===== src/rtl/antirrebote_pkg.sv =====
`default_nettype none
// ============================================================================
// Module   : antirrebote_pkg
// Purpose  : Shared types and default parameters for the multi-channel
//            debouncer (antirrebote_multi / antirrebote_canal).
// Contents : ab_estado_t  - per-channel debounce state
//            *_DEF        - default values for the top-level parameters
// Revision : 1.0 - initial release
// ============================================================================
package antirrebote_pkg;

  // The encoding is chosen so that bit [1] equals the debounced level:
  // EST_0/ESP_1 -> 0, EST_1/ESP_0 -> 1.
  typedef enum logic [1:0] {
    EST_0 = 2'd0,
    ESP_1 = 2'd1,
    EST_1 = 2'd2,
    ESP_0 = 2'd3
  } ab_estado_t;

  localparam int N_CH_DEF      = 8;
  localparam int TICK_DIV_DEF  = 512;
  localparam int N_CONFIRM_DEF = 3;

endpackage
`default_nettype wire


===== src/rtl/antirrebote_canal.sv =====
`default_nettype none
// ============================================================================
// Module   : antirrebote_canal
// Purpose  : One debounce channel: 2-flop synchroniser, 4-state confirm FSM,
//            confirm counter and registered rise/fall pulses.
// Ports    : clk    in  system clock
//            rst    in  synchronous active-high reset
//            sw     in  raw asynchronous input
//            tick   in  shared prescaler tick (one clk wide)
//            salida out debounced level (registered)
//            rise   out one-cycle pulse, coincident with salida 0->1
//            fall   out one-cycle pulse, coincident with salida 1->0
// Revision : 1.0 - initial release
// ============================================================================
module antirrebote_canal
  import antirrebote_pkg::*;
#(
  parameter int N_CONFIRM = N_CONFIRM_DEF
) (
  input  logic clk,
  input  logic rst,
  input  logic sw,
  input  logic tick,
  output logic salida,
  output logic rise,
  output logic fall
);

  localparam int              CW       = $clog2(N_CONFIRM + 1);
  localparam logic [CW-1:0]   CTR_LAST = CW'(N_CONFIRM - 1);

  logic          s1;
  logic          s2;
  ab_estado_t    estado;
  logic [CW-1:0] ctr;

  // Input revert is checked before the tick, so a bounce landing on the
  // final tick cancels the transition.
  always_ff @(posedge clk) begin
    if (rst) begin
      s1     <= 1'b0;
      s2     <= 1'b0;
      estado <= EST_0;
      ctr    <= '0;
      rise   <= 1'b0;
      fall   <= 1'b0;
    end else begin
      s1   <= sw;
      s2   <= s1;
      rise <= 1'b0;
      fall <= 1'b0;
      case (estado)
        EST_0: begin
          if (s2) begin
            estado <= ESP_1;
            ctr    <= '0;
          end
        end
        ESP_1: begin
          if (!s2) begin
            estado <= EST_0;
          end else if (tick) begin
            if (ctr == CTR_LAST) begin
              estado <= EST_1;
              rise   <= 1'b1;
            end else begin
              ctr <= ctr + 1'b1;
            end
          end
        end
        EST_1: begin
          if (!s2) begin
            estado <= ESP_0;
            ctr    <= '0;
          end
        end
        ESP_0: begin
          if (s2) begin
            estado <= EST_1;
          end else if (tick) begin
            if (ctr == CTR_LAST) begin
              estado <= EST_0;
              fall   <= 1'b1;
            end else begin
              ctr <= ctr + 1'b1;
            end
          end
        end
        default: estado <= EST_0;
      endcase
    end
  end

  // Level comes straight from a state flop (see encoding in the package).
  assign salida = estado[1];

endmodule
`default_nettype wire


===== src/rtl/antirrebote_multi.sv =====
`default_nettype none
// ============================================================================
// Module   : antirrebote_multi
// Purpose  : Parametrised multi-channel debouncer with shared tick prescaler,
//            sticky event flags and aggregate interrupt.
// Ports    : clk_i        in  1     system clock
//            reset_i      in  1     synchronous active-high reset
//            sw_i         in  N_CH  raw asynchronous inputs
//            clr_evento_i in  N_CH  per-channel clear of evento_o
//            salida_o     out N_CH  debounced levels
//            rise_o       out N_CH  one-cycle rise pulses
//            fall_o       out N_CH  one-cycle fall pulses
//            evento_o     out N_CH  sticky event flags
//            irq_o        out 1     OR of evento_o
// Revision : 1.0 - initial release
// ============================================================================
module antirrebote_multi
  import antirrebote_pkg::*;
#(
  parameter int N_CH      = N_CH_DEF,
  parameter int TICK_DIV  = TICK_DIV_DEF,
  parameter int N_CONFIRM = N_CONFIRM_DEF
) (
  input  logic            clk_i,
  input  logic            reset_i,
  input  logic [N_CH-1:0] sw_i,
  input  logic [N_CH-1:0] clr_evento_i,
  output logic [N_CH-1:0] salida_o,
  output logic [N_CH-1:0] rise_o,
  output logic [N_CH-1:0] fall_o,
  output logic [N_CH-1:0] evento_o,
  output logic            irq_o
);

  localparam int            PW       = $clog2(TICK_DIV);
  localparam logic [PW-1:0] PRE_LAST = PW'(TICK_DIV - 1);

  logic [PW-1:0]   pre;
  logic            tick;
  logic [N_CH-1:0] evento;

  // Free-running prescaler; count==0 right after reset, so the first tick
  // is in the first cycle following reset release.
  always_ff @(posedge clk_i) begin
    if (reset_i) begin
      pre <= '0;
    end else if (pre == PRE_LAST) begin
      pre <= '0;
    end else begin
      pre <= pre + 1'b1;
    end
  end

  assign tick = (pre == '0);

  for (genvar g = 0; g < N_CH; g++) begin : g_canal
    antirrebote_canal #(
      .N_CONFIRM (N_CONFIRM)
    ) u_canal (
      .clk    (clk_i),
      .rst    (reset_i),
      .sw     (sw_i[g]),
      .tick   (tick),
      .salida (salida_o[g]),
      .rise   (rise_o[g]),
      .fall   (fall_o[g])
    );
  end

  // Set has priority over clear so a coincident event is never lost.
  always_ff @(posedge clk_i) begin
    if (reset_i) begin
      evento <= '0;
    end else begin
      evento <= (evento & ~clr_evento_i) | rise_o | fall_o;
    end
  end

  assign evento_o = evento;
  assign irq_o    = |evento;

endmodule
`default_nettype wire


===== config.mk =====
export PLATFORM = sky130hd
export DESIGN_NAME = antirrebote_multi
export DESIGN_NICKNAME = d
export VERILOG_FILES = /design/src/rtl/antirrebote_pkg.sv /design/src/rtl/antirrebote_canal.sv /design/src/rtl/antirrebote_multi.sv
export SDC_FILE = /design/constraint.sdc
export NUM_CORES = 1
export LEC_CHECK = 0
export ABC_AREA = 1
export ABC_CLOCK_PERIOD_IN_PS = 4700
export CAP_MARGIN = 10
export CORE_MARGIN = 1.5
export CORE_UTILIZATION = 55
export CTS_CLUSTER_DIAMETER = 120
export DETAILED_ROUTE_END_ITERATION = 10
export GPL_ROUTABILITY_DRIVEN = 0
export PLACE_DENSITY = 0.77
export REMOVE_ABC_BUFFERS = 1
export SYNTH_ARGS = -nofsm -noshare
export SYNTH_HDL_FRONTEND = slang
export SYNTH_SLANG_ARGS = --single-unit
export TNS_END_PERCENT = 20

===== constraint.sdc =====
create_clock -name clk_i -period 4.7 [get_ports clk_i]
set_clock_uncertainty 0.1 [all_clocks]
set_input_delay 1.41 -clock clk_i [delete_from_list [all_inputs] [get_ports clk_i]]
set_output_delay 1.41 -clock clk_i [all_outputs]
set_load 0.02 [all_outputs]

# Yosys cells after proc, flatten, opt, wreduce, memory -nomap -nowiden
# Cells that the tools add are included.
totals:
  register_bits: 81
  inputBits: 18
  wordCells: 371
op_classes:
  addsub: 9
  n_eq_ne: 97
  muxes: 144
  bitwise: 28
  n_reduce_logical: 43
ops:
  columns: ["op", "n"]
  rows:
  - ["2-to-1 mux 2 bit", 112]
  - ["case mux 2 bit (4 select lines)", 16]
  - ["equality test 2 bit (second input constant)", 24]
  - ["AND reduction 6 bit", 8]
  - ["OR reduction 3 bit", 16]
  - ["inequality test 3 bit (second input constant)", 15]
  - ["inequality test 2 x 1 -> 1 bit (second input constant)", 16]
  - ["inequality test 2 bit (second input constant)", 16]
  - ["AND reduction 4 bit", 8]
  - ["inequality test 3 x 1 -> 1 bit (second input constant)", 9]
  - ["inequality test 3 x 2 -> 1 bit (second input constant)", 8]
  - ["inverter 1 bit", 24]
  - ["adder 2 x 1 -> 2 bit (second input constant)", 8]
  - ["equality test 2 x 1 -> 1 bit (second input constant)", 8]
  - ["zero test 2 bit", 8]
  - ["2-to-1 mux 1 bit", 16]
  - ["bitwise OR 8 bit", 2]
  - ["adder 9 x 1 -> 9 bit (second input constant)", 1]
  - ["equality test 9 bit (second input constant)", 1]
  - ["zero test 9 bit", 1]
  - ["AND 8 bit", 1]
  - ["inverter 8 bit", 1]
  - ["OR reduction 8 bit", 1]
  - ["OR reduction 2 bit", 1]

# Longest topological paths before layout
# Gate-level depths: netlist of the first run.
logic_depth:
  depth_word: 5
  mapped_depth: 11
  depth_no_buf: 10

# Hierarchy
# Synthesis of the first run repeated with hierarchy kept, for this count alone.
hier_totals:
  cells_unflattened: 450
  hier_area_um2: 3360.7
by_module_without_submodules:
  columns: ["mod", "instances", "cells_each", "area_per_inst_um2"]
  rows:
  - ["antirrebote_canal", 8, 43, 324.1]
  - ["antirrebote_multi", 1, 106, 768.2]

# Worst setup path after synthesis of the first run
# No wires, ideal clock.
synth_timing:
  path_kind: "reg-to-output"
  startpoint: "reg evento[6] (netlist: evento_o[6])"
  endpoint: "out irq_o"
  arrival_ps: 816
  required_time_ps: 3190
  setup_slack_ps: 2374
  stages_incl_launch_ff: 3
  cell_sequence: "dfxtp_1 > nor4_1 > nand2_1"
synth_between:
  elab_chain_cells: 1
synth_rtl:
  columns: ["item", "line_no", "text"]
  rows:
  - ["start: declaration", "antirrebote_multi.sv:40", "logic [N_CH-1:0] evento;"]
  - ["start signal: assignment", "antirrebote_multi.sv:75", "evento <= (evento & ~clr_evento_i) | rise_o | fall_o;"]
  - ["OR reduction 8 bit", "antirrebote_multi.sv:80", "assign irq_o = |evento;"]
  - ["end: declaration", "antirrebote_multi.sv:32", "output logic irq_o"]
# No other way between the ends.

# Worst setup path in the final report of the first run
layout_timing:
  startpoint: "reg evento[4] (netlist: evento_o[4])"
  endpoint: "out irq_o"
# Same word-level chain as after synthesis.

==> results.json, run 1 <==
{
  "synth_most_common_cell": "nor2_1",
  "grt_max_degree": 41,
  "yosys_warnings": 0,
  "hold_depth": 2,
  "synth_top_area_share_pct": 45.4,
  "grt_usage_pct": 19.9,
  "synth_cell_types": 24,
  "synth_top_family_by_area": "simple AND/OR/NAND/NOR gates",
  "clockBufferDepth": 2,
  "placedCellCount": 585,
  "leakagePower_nw": 1.83,
  "fin_setup_tns_ps": 0,
  "slew_headroom_pct": 69.8,
  "criticalPathCategory": "flop to primary output",
  "vias": 2932,
  "top_usage_layer": "met2",
  "area_growth_syn_to_layout_pct": 16.1,
  "critical_path.max_stage_delay_ps": 540,
  "synthFlopType": "dfxtp_1",
  "root_buffer": "clkbuf_8",
  "reg2reg_depth": 9,
  "portBuffers": 50,
  "post_cts_buffers": 0,
  "pin_count": 51,
  "crit_buf_inv": 1,
  "fmax_mhz": 326,
  "cts_hold_buf": 0,
  "rows": 29,
  "synth-compound-area-share_pct": 4.20,
  "max_cap_viol_count": 0,
  "grt_pass1_wl_um": 11400,
  "die_x_um": 83.6,
  "ys_top_cells_by_area": "dfxtp_1 (45%), nor2_1 (10%), inv_1 (9.7%)",
  "grt.overflow.total": 0,
  "slew_violations": 0,
  "reg2reg_slack_ps": 2700,
  "core_um2": 6310,
  "cts.htree.levels": 3,
  "crit_fanout": 3,
  "antenna_found_initial": 0,
  "instances_no_fill": 601,
  "wirelength_um": 6620,
  "wl_per_cell_um": 11.0,
  "cp.required_ps": 3190,
  "nets": 548,
  "grt_util_met2_pct": 36.0,
  "drtIter0Drc": 112,
  "clk_pin_slew_worst_paths_ps": 80,
  "synth_xor_area_share_pct": 0.245,
  "crit_chain": "nor4_1 -> nand2_1 -> clkdlybuf4s50_1",
  "async_flop_share_pct": 0,
  "grt_util_met1_pct": 23.0,
  "synth.area.mux_share_pct": 0,
  "fin_crit_sh_pct": 65.2,
  "run_status": "complete, no violations",
  "synth_edf_count": 0,
  "synthSimpleGateAreaFrac_pct": 29.7,
  "die_y_um": 83.6,
  "drtPass1Iterations": 5,
  "synth_area_per_cell_um2": 7.31,
  "ys_top_cells_by_count": "nor2_1 (95), inv_1 (92), dfxtp_1 (81)",
  "synthAdderAreaFrac_pct": 3.85,
  "worstMarginPinSlew_ps": 454,
  "final-setup-viol-count": 0,
  "clk_latency_ps": 350,
  "clkSinkCount": 81,
  "hold_viol": 0,
  "cts_tree": "yes",
  "power_density_nw_per_um2": 311,
  "use_met3_pct": 3.56,
  "critPathLaunchType": "flop",
  "num_antenna_cells": 0,
  "drtAntennaViolNets": 0,
  "period_minus_slack_ps": 3060,
  "min_path_type": "flop to flop",
  "drc": 0,
  "grt_pass1_vias": 2690,
  "synth_area_um2": 3570,
  "cp-end-kind": "primary output",
  "cts_buffers": 9,
  "layout-drive-gt1-share_pct": 5.92,
  "yosysTopAreaCell": "dfxtp_1",
  "path_delay_family": "buffers and inverters",
  "seq_area_frac_synth_pct": 45.4,
  "rsz0062_at_grt": "false",
  "dieArea_um2": 6990,
  "start_util_pct": 56.6,
  "crit_cells": 3,
  "dp_hpwl_um": 4770,
  "ys_ff_latch": 81,
  "ir_worst_vdd_mv": 0.179,
  "cp_slowest_cell": "clkdlybuf4s50_1",
  "ctsResizeCount": 0,
  "syn_inst": 489,
  "crit_arrival_ps": 1550,
  "vias_per_cell": 4.88
}
state kept, by name, indices dropped and copies added, names as in the netlist, named ones only:
| register | cells |
|---|---|
| g_canal.u_canal.estado | 8 |
| g_canal.u_canal.s1 | 8 |
| g_canal.u_canal.ctr | 16 |
| g_canal.u_canal.rise | 8 |
| pre | 9 |
| g_canal.u_canal.fall | 8 |
| evento_o | 8 |
| g_canal.u_canal.s2 | 8 |
per-stage QoR:
step | hold WS [ps] | utilization (%) | worst slack [ps] | instance area, µm² | total power [W]
after global placement | 290 | 62.6 | 1780 | 3950 | 0.000804
after global routing | 323 | 65.7 | 1470 | 4150 | 0.00134
after CTS | 308 | 65.7 | 1620 | 4150 | 0.00130
after detailed placement | 295 | 62.6 | 1770 | 3950 | 0.000806
final | 306 | 65.7 | 1640 | 4150 | 0.00129
after floorplan | 288 | - | 2370 | 3340 | 0.000769
layer usage:
layer	part of all wire, %	vias to the layer above
li1	-	1543
met1	43	1320
met2	50	62
met3	4.9	7
met4	1.4	0
met5	0	-
cell usage in the layout, fill, tap and decap left out, types with 2 or more instances in the layout:
cell,count
nor2_1,95
inv_1,92
dfxtp_1,81
nand2_1,75
clkdlybuf4s50_1,50
nand3_1,29
a21oi_1,20
nand4_1,12
nor3_1,11
ha_1,11
o21ai_0,10
clkbuf_8,10
nor3_2,5
nor4_1,4
inv_2,2
nor2_4,2
nand4_2,2
clkinvlp_4,2
clkinv_2,2
buf_4,2
final cells by class:
| class | count | area (µm²) |
|---|---|---|
| clock inverters | 5 | 55.1 |
| multi-input cells | 279 | 1360 |
| repair buffers | 52 | 515 |
| clock buffers | 11 | 141 |
| well taps | 77 | 96.3 |
| fillers | 556 | 2160 |
| inverters | 96 | 363 |
| flip-flops and latches | 81 | 1620 |
worst register-to-register path, delay by kind of cell, from the launching register on:
family,cells,cell delay [ps]
buffers and inverters,2,310
AND/OR/NAND/NOR,5,800
AO/OA/AOI/OAI,1,190
adder cells (fa/ha/maj),1,140
flip-flops,1,350
cell families after synthesis:
| kind of cell | after synthesis |
|---|---|
| buffers and inverters | 129 |
| adders and majority gates | 11 |
| AOI/OAI and AO/OA | 30 |
| xor gates and xnor gates | 1 |
| and+or+nand+nor | 237 |
| DFF | 81 |
report_power, final:
part / switching (W) / internal [W]
registers: 0.00000798 / 0.000697
clock network: 0.000243 / 0.000258
logic: 0.0000530 / 0.0000317
total: 0.000304 / 0.000987
final timing paths:
check | from | to
max | evento_o[4] | irq_o
min | g_canal[3].u_canal.s1 | g_canal[3].u_canal.s2
max reg2reg | pre[0] | flop
min reg2reg | g_canal[3].u_canal.s1 | g_canal[3].u_canal.s2
Power figures use the tool's default switching activity.
==> run 2, diff against run 1 <==
--- a/config.mk
+++ b/config.mk
@@ -6,14 +6,14 @@
 export NUM_CORES = 1
 export LEC_CHECK = 0
 export ABC_AREA = 1
-export ABC_CLOCK_PERIOD_IN_PS = 4700
+export ABC_CLOCK_PERIOD_IN_PS = 3100
 export CAP_MARGIN = 10
 export CORE_MARGIN = 1.5
-export CORE_UTILIZATION = 55
+export CORE_UTILIZATION = 54
 export CTS_CLUSTER_DIAMETER = 120
 export DETAILED_ROUTE_END_ITERATION = 10
 export GPL_ROUTABILITY_DRIVEN = 0
-export PLACE_DENSITY = 0.77
+export PLACE_DENSITY = 0.76
 export REMOVE_ABC_BUFFERS = 1
 export SYNTH_ARGS = -nofsm -noshare
 export SYNTH_HDL_FRONTEND = slang
==> constraint.sdc (replaced) <==
create_clock -name clk_i -period 3.1 [get_ports clk_i]
set_clock_uncertainty 0.1 [all_clocks]
set_input_delay 0.93 -clock clk_i [delete_from_list [all_inputs] [get_ports clk_i]]
set_output_delay 0.93 -clock clk_i [all_outputs]
set_load 0.02 [all_outputs]
==> run 2 against run 1 <==
  * Power up 46%
  * Largest cell class unchanged
  * Utilization down 0.81 points
  * Die area up 1.8%
  * Global-route usage down 0.19 points
  * Critical path depth unchanged
  * Via count down 1.1%
  * Sequential power up 52%
  * Sequential share of layout area about the same
==> results.json, run 2 (synthesis gave the netlist of run 1 again) <==
{
  "dieArea_um2": 7110,
  "cp_slowest_cell": "clkdlybuf4s50_1",
  "nets": 549,
  "slew_headroom_pct": 78.3,
  "setup_slack_ps": 475,
  "clkSinkCount": 81,
  "reg.largest.list": "g_canal.u_canal.ctr (16), pre (9)",
  "pin_count": 51,
  "root_buffer": "clkbuf_8",
  "ctsResizeCount": 0,
  "cp.required_ps": 2070,
  "power_density_nw_per_um2": 455,
  "post_cts_buffers": 0,
  "hold_depth": 2,
  "grt_util_met2_pct": 32.4,
  "area_growth_syn_to_layout_pct": 16.0,
  "grt_pass1_wl_um": 11200,
  "instances_no_fill": 602,
  "largest_reg_flops": 16,
  "hold_viol": 0,
  "use_met3_pct": 5.31,
  "antenna_found_initial": 0,
  "placedCellCount": 586,
  "max_cap_viol_count": 0,
  "period_minus_slack_ps": 2630,
  "run_status": "complete, no violations",
  "cp-end-kind": "primary output",
  "portBuffers": 50,
  "crit_cells": 3,
  "leakagePower_nw": 1.84,
  "drtIter0Drc": 148,
  "critPathLaunchType": "flop",
  "layout-drive-gt1-share_pct": 6.10,
  "power_w": 0.00188,
  "cts.htree.levels": 3,
  "start_util_pct": 55.9,
  "fin_crit_sh_pct": 84.7,
  "ir_worst_vdd_mv": 0.266,
  "fmax_mhz": 381,
  "wirelength_um": 6590,
  "place_ws_ps": 773,
  "min_path_type": "flop to flop",
  "worstMarginPinSlew_ps": 325,
  "cts_tree": "yes",
  "crit_arrival_ps": 1600,
  "final_cell_mix": "nor2_1 (95), inv_1 (92), dfxtp_1 (81)",
  "fin_setup_tns_ps": 0,
  "layout_commonest_cell": "nor2_1",
  "clk_pin_slew_worst_paths_ps": 80,
  "dp_hpwl_um": 4650,
  "slew_violations": 0,
  "path_delay_family": "buffers and inverters",
  "drtAntennaViolNets": 0,
  "core_um2": 6390,
  "crit_fanout": 3,
  "crit_buf_inv": 1,
  "grt_usage_pct": 19.8,
  "rows": 29,
  "crit_chain": "nor4_1 -> nand2_1 -> clkdlybuf4s50_1",
  "reg2reg_depth": 9,
  "vias_per_cell": 4.82,
  "grt_max_degree": 31,
  "drc": 0,
  "top_register": "g_canal.u_canal.ctr",
  "rsz0062_at_grt": "false",
  "grt.overflow.total": 0,
  "num_antenna_cells": 0,
  "cts_hold_buf": 0,
  "drtPass1Iterations": 4,
  "grt_util_met1_pct": 24.6,
  "die_y_um": 84.3,
  "vias": 2899,
  "critical_path.max_stage_delay_ps": 540,
  "wl_per_cell_um": 10.9,
  "clk_latency_ps": 350,
  "clockBufferDepth": 2,
  "grt_pass1_vias": 2604,
  "cts_buffers": 9,
  "final-setup-viol-count": 0,
  "criticalPathCategory": "flop to primary output",
  "die_x_um": 84.3,
  "top_usage_layer": "met2"
}
## run 2: path summary, 6_finish.rpt
| check | slack, ps | end | start |
|---|---|---|---|
| min | 300 | g_canal[3].u_canal.s2 | g_canal[3].u_canal.s1 |
| min reg2reg | 300 | g_canal[3].u_canal.s2 | g_canal[3].u_canal.s1 |
| max | 470 | irq_o | evento_o[6] |
| max reg2reg | 1210 | flop | pre[0] |
## run 2: metal layers
| layer | share of wire, % | wire, µm |
|---|---|---|
| met1 | 47 | 3120 |
| met2 | 46 | 3040 |
| met3 | 4.6 | 305 |
| met4 | 1.9 | 123 |
| met5 | 0 | 0 |
## run 2: final cells by class
| cell class | count | area (µm²) |
|---|---|---|
| fill | 548 | 2240 |
| sequential | 81 | 1620 |
| multi-input combinational | 279 | 1360 |
| timing repair buffer | 53 | 536 |
| inverter | 96 | 363 |
| clock buffer | 11 | 141 |
| tap | 77 | 96.3 |
| clock inverter | 5 | 31.3 |
## run 2: where the power goes
group / switching, W / internal [W] / total [W] / leakage (nW)
registers: 0.0000120 / 0.00106 / 0.00107 / 0.657
logic: 0.0000796 / 0.0000507 / 0.000130 / 1.09
clock network: 0.000375 / 0.000310 / 0.000685 / 0.0891
total: 0.000467 / 0.00142 / 0.00188 / 1.84
## run 2: worst reg2reg max path, stage by stage, from the launching register on
cell and delay (ps):
dfxtp_1 350, inv_1 60, ha_1 140, nand2_1 80, nor2_4 290, nand2_4 160, inv_4 240, nand3_1 170
o21ai_0 170, nor2_1 50
## run 2: through the flow
step | util, % | hold WS [ps] | instance area (µm²)
after detailed placement | 62.2 | 293 | 3970
after floorplan | - | 288 | 3340
after CTS | 64.9 | 304 | 4150
final | 64.9 | 304 | 4150
after global placement | 62.2 | 290 | 3970
after global routing | 64.9 | 319 | 4150
==> run 3, diff against run 2 <==
--- a/config.mk
+++ b/config.mk
@@ -6,7 +6,7 @@
 export NUM_CORES = 1
 export LEC_CHECK = 0
 export ABC_AREA = 1
-export ABC_CLOCK_PERIOD_IN_PS = 3100
+export ABC_CLOCK_PERIOD_IN_PS = 2500
 export CAP_MARGIN = 10
 export CORE_MARGIN = 1.5
 export CORE_UTILIZATION = 54
==> constraint.sdc (replaced) <==
create_clock -name clk_i -period 2.5 [get_ports clk_i]
set_clock_uncertainty 0.1 [all_clocks]
set_input_delay 0.75 -clock clk_i [delete_from_list [all_inputs] [get_ports clk_i]]
set_output_delay 0.75 -clock clk_i [all_outputs]
set_load 0.02 [all_outputs]
==> run 3 against run 2 <==
  * Clock power grew 36%
  * Register-to-register slack got worse by 660 ps
  * Non-clock buffer count stayed put
  * Largest power group unchanged
  * Hold slack gained 1.3 ps
  * Count of clock-buffer cells in the layout is 1 lower
  * Worst setup slack got worse by 240 ps
  * Largest cell class unchanged
  * Highest routed layer unchanged
  * Routed wire length up 4.5%
  * Combinational power grew 26%
  * Sequential cell count is the same
  * Utilization up 0.39 points
==> results.json, run 3 (synthesis gave the netlist of run 1 again) <==
{
  "run_status": "complete, no violations",
  "portBuffers": 50,
  "max_cap_viol_count": 0,
  "rows": 29,
  "critical_path.max_stage_delay_ps": 640,
  "clk_pin_slew_worst_paths_ps": 70,
  "dp_hpwl_um": 4940,
  "drtIter0Drc": 105,
  "vias_per_cell": 4.84,
  "cts_tree": "yes",
  "wl_per_cell_um": 11.4,
  "grt.overflow.total": 0,
  "cts.htree.levels": 3,
  "clkSinkCount": 81,
  "grt_max_degree": 30,
  "die_x_um": 84.3,
  "top_register": "g_canal.u_canal.ctr",
  "post_cts_buffers": 0,
  "start_util_pct": 55.9,
  "crit_fanout": 5,
  "ctsResizeCount": 0,
  "drtAntennaViolNets": 0,
  "grt_usage_pct": 20.4,
  "cp.required_ps": 1650,
  "layout-drive-gt1-share_pct": 6.29,
  "worstMarginPinSlew_ps": 459,
  "seq_power_share_pct": 54.7,
  "drc": 0,
  "clockBufferDepth": 2,
  "pin_count": 51,
  "clk_latency_ps": 350,
  "die_y_um": 84.3,
  "p_switching_w": 0.000567,
  "core_um2": 6390,
  "fin_setup_tns_ps": 0,
  "slew_violations": 0,
  "area_growth_syn_to_layout_pct": 16.7,
  "min_path_type": "flop to flop",
  "cp-end-kind": "primary output",
  "cts_hold_buf": 0,
  "final_cell_mix": "nor2_1 (95), inv_1 (92), dfxtp_1 (81)",
  "p_sw_share_pct": 23.4,
  "period_minus_slack_ps": 2260,
  "combinationalPowerShare_pct": 6.8,
  "antenna_found_initial": 0,
  "drtPass1Iterations": 4,
  "reg.largest.list": "g_canal.u_canal.ctr (16), pre (9)",
  "grt_pass1_wl_um": 11400,
  "grt_pass1_vias": 2690,
  "fmax_mhz": 442,
  "slew_headroom_pct": 69.3,
  "leakagePower_nw": 1.87,
  "ir_worst_vdd_mv": 0.392,
  "power_density_nw_per_um2": 580,
  "vias": 2915,
  "num_antenna_cells": 0,
  "fill_cells": 528,
  "largest_reg_flops": 16,
  "crit_buf_inv": 1,
  "root_buffer": "clkbuf_8",
  "hold_viol": 0,
  "criticalPathCategory": "flop to primary output",
  "cp_slowest_cell": "clkdlybuf4s50_1",
  "p_int_w": 0.00185,
  "clockPowerShare_pct": 38.5,
  "crit_chain": "clkdlybuf4s50_1",
  "crit_arrival_ps": 1410,
  "dieArea_um2": 7110,
  "fin_crit_sh_pct": 90.5,
  "nets": 549,
  "critPathLaunchType": "flop",
  "path_delay_family": "buffers and inverters",
  "rsz0062_at_grt": "false",
  "cts_buffers": 9,
  "final-setup-viol-count": 0,
  "layout_commonest_cell": "nor2_1",
  "power_w": 0.00242,
  "wirelength_um": 6880
}
[run 3: metal layers]
metal	up-vias	wire, µm	GRT usage (%)
met1	1288	3010	22.6
met4	0	171	12.0
met2	72	3380	35.4
met5	-	0	0
li1	1540	-	-
met3	15	322	4.82
[run 3: power groups by stage]
| stage | registers [W] | clock network, W | logic, W |
|---|---|---|---|
| floorplan | 0.00135 | 0 | 0.0000939 |
| global placement | 0.00135 | 0 | 0.000160 |
| detailed placement | 0.00135 | 0 | 0.000164 |
| CTS | 0.00132 | 0.000961 | 0.000164 |
| global route | 0.00133 | 0.00101 | 0.000183 |
| finish | 0.00132 | 0.000932 | 0.000164 |
[run 3: worst min-delay path: stages (launching register included)]
cell and delay, ps:
dfxtp_1 300, inv_1 40, nor2_1 30
[run 3: worst paths after layout]
path / startpoint / to / slack [ps] / cells after the start
setup / recovery: flop / salida_o[2] / 240 / 1
hold / removal: g_canal[2].u_canal.s1 / g_canal[2].u_canal.s2 / 310 / 2
setup reg to reg: pre[0] / pre[2] / 550 / 9
hold reg to reg: g_canal[2].u_canal.s1 / g_canal[2].u_canal.s2 / 310 / 2
[run 3: cell type report]
cell class / instances / area (µm²) / share of cell area (%)
Clock buffer: 10 / 138 / 3.30
Clock inverter: 6 / 57.6 / 1.38
Inverter: 96 / 363 / 8.70
Multi-Input combinational cell: 279 / 1360 / 32.5
Sequential cell: 81 / 1620 / 38.9
Tap cell: 77 / 96.3 / 2.31
Timing Repair Buffer: 53 / 538 / 12.9
[run 3: stage by stage]
stage,hold slack [ps],util [%],worst slack [ps],instance area (µm²),cells
finish,305,65.3,239,4170,602
global route,320,65.3,191,4170,602
CTS,307,65.3,60.8,4170,602
detailed placement,294,62.2,297,3970,586
global placement,289,62.2,297,3970,586
floorplan,288,-,834,3340,456
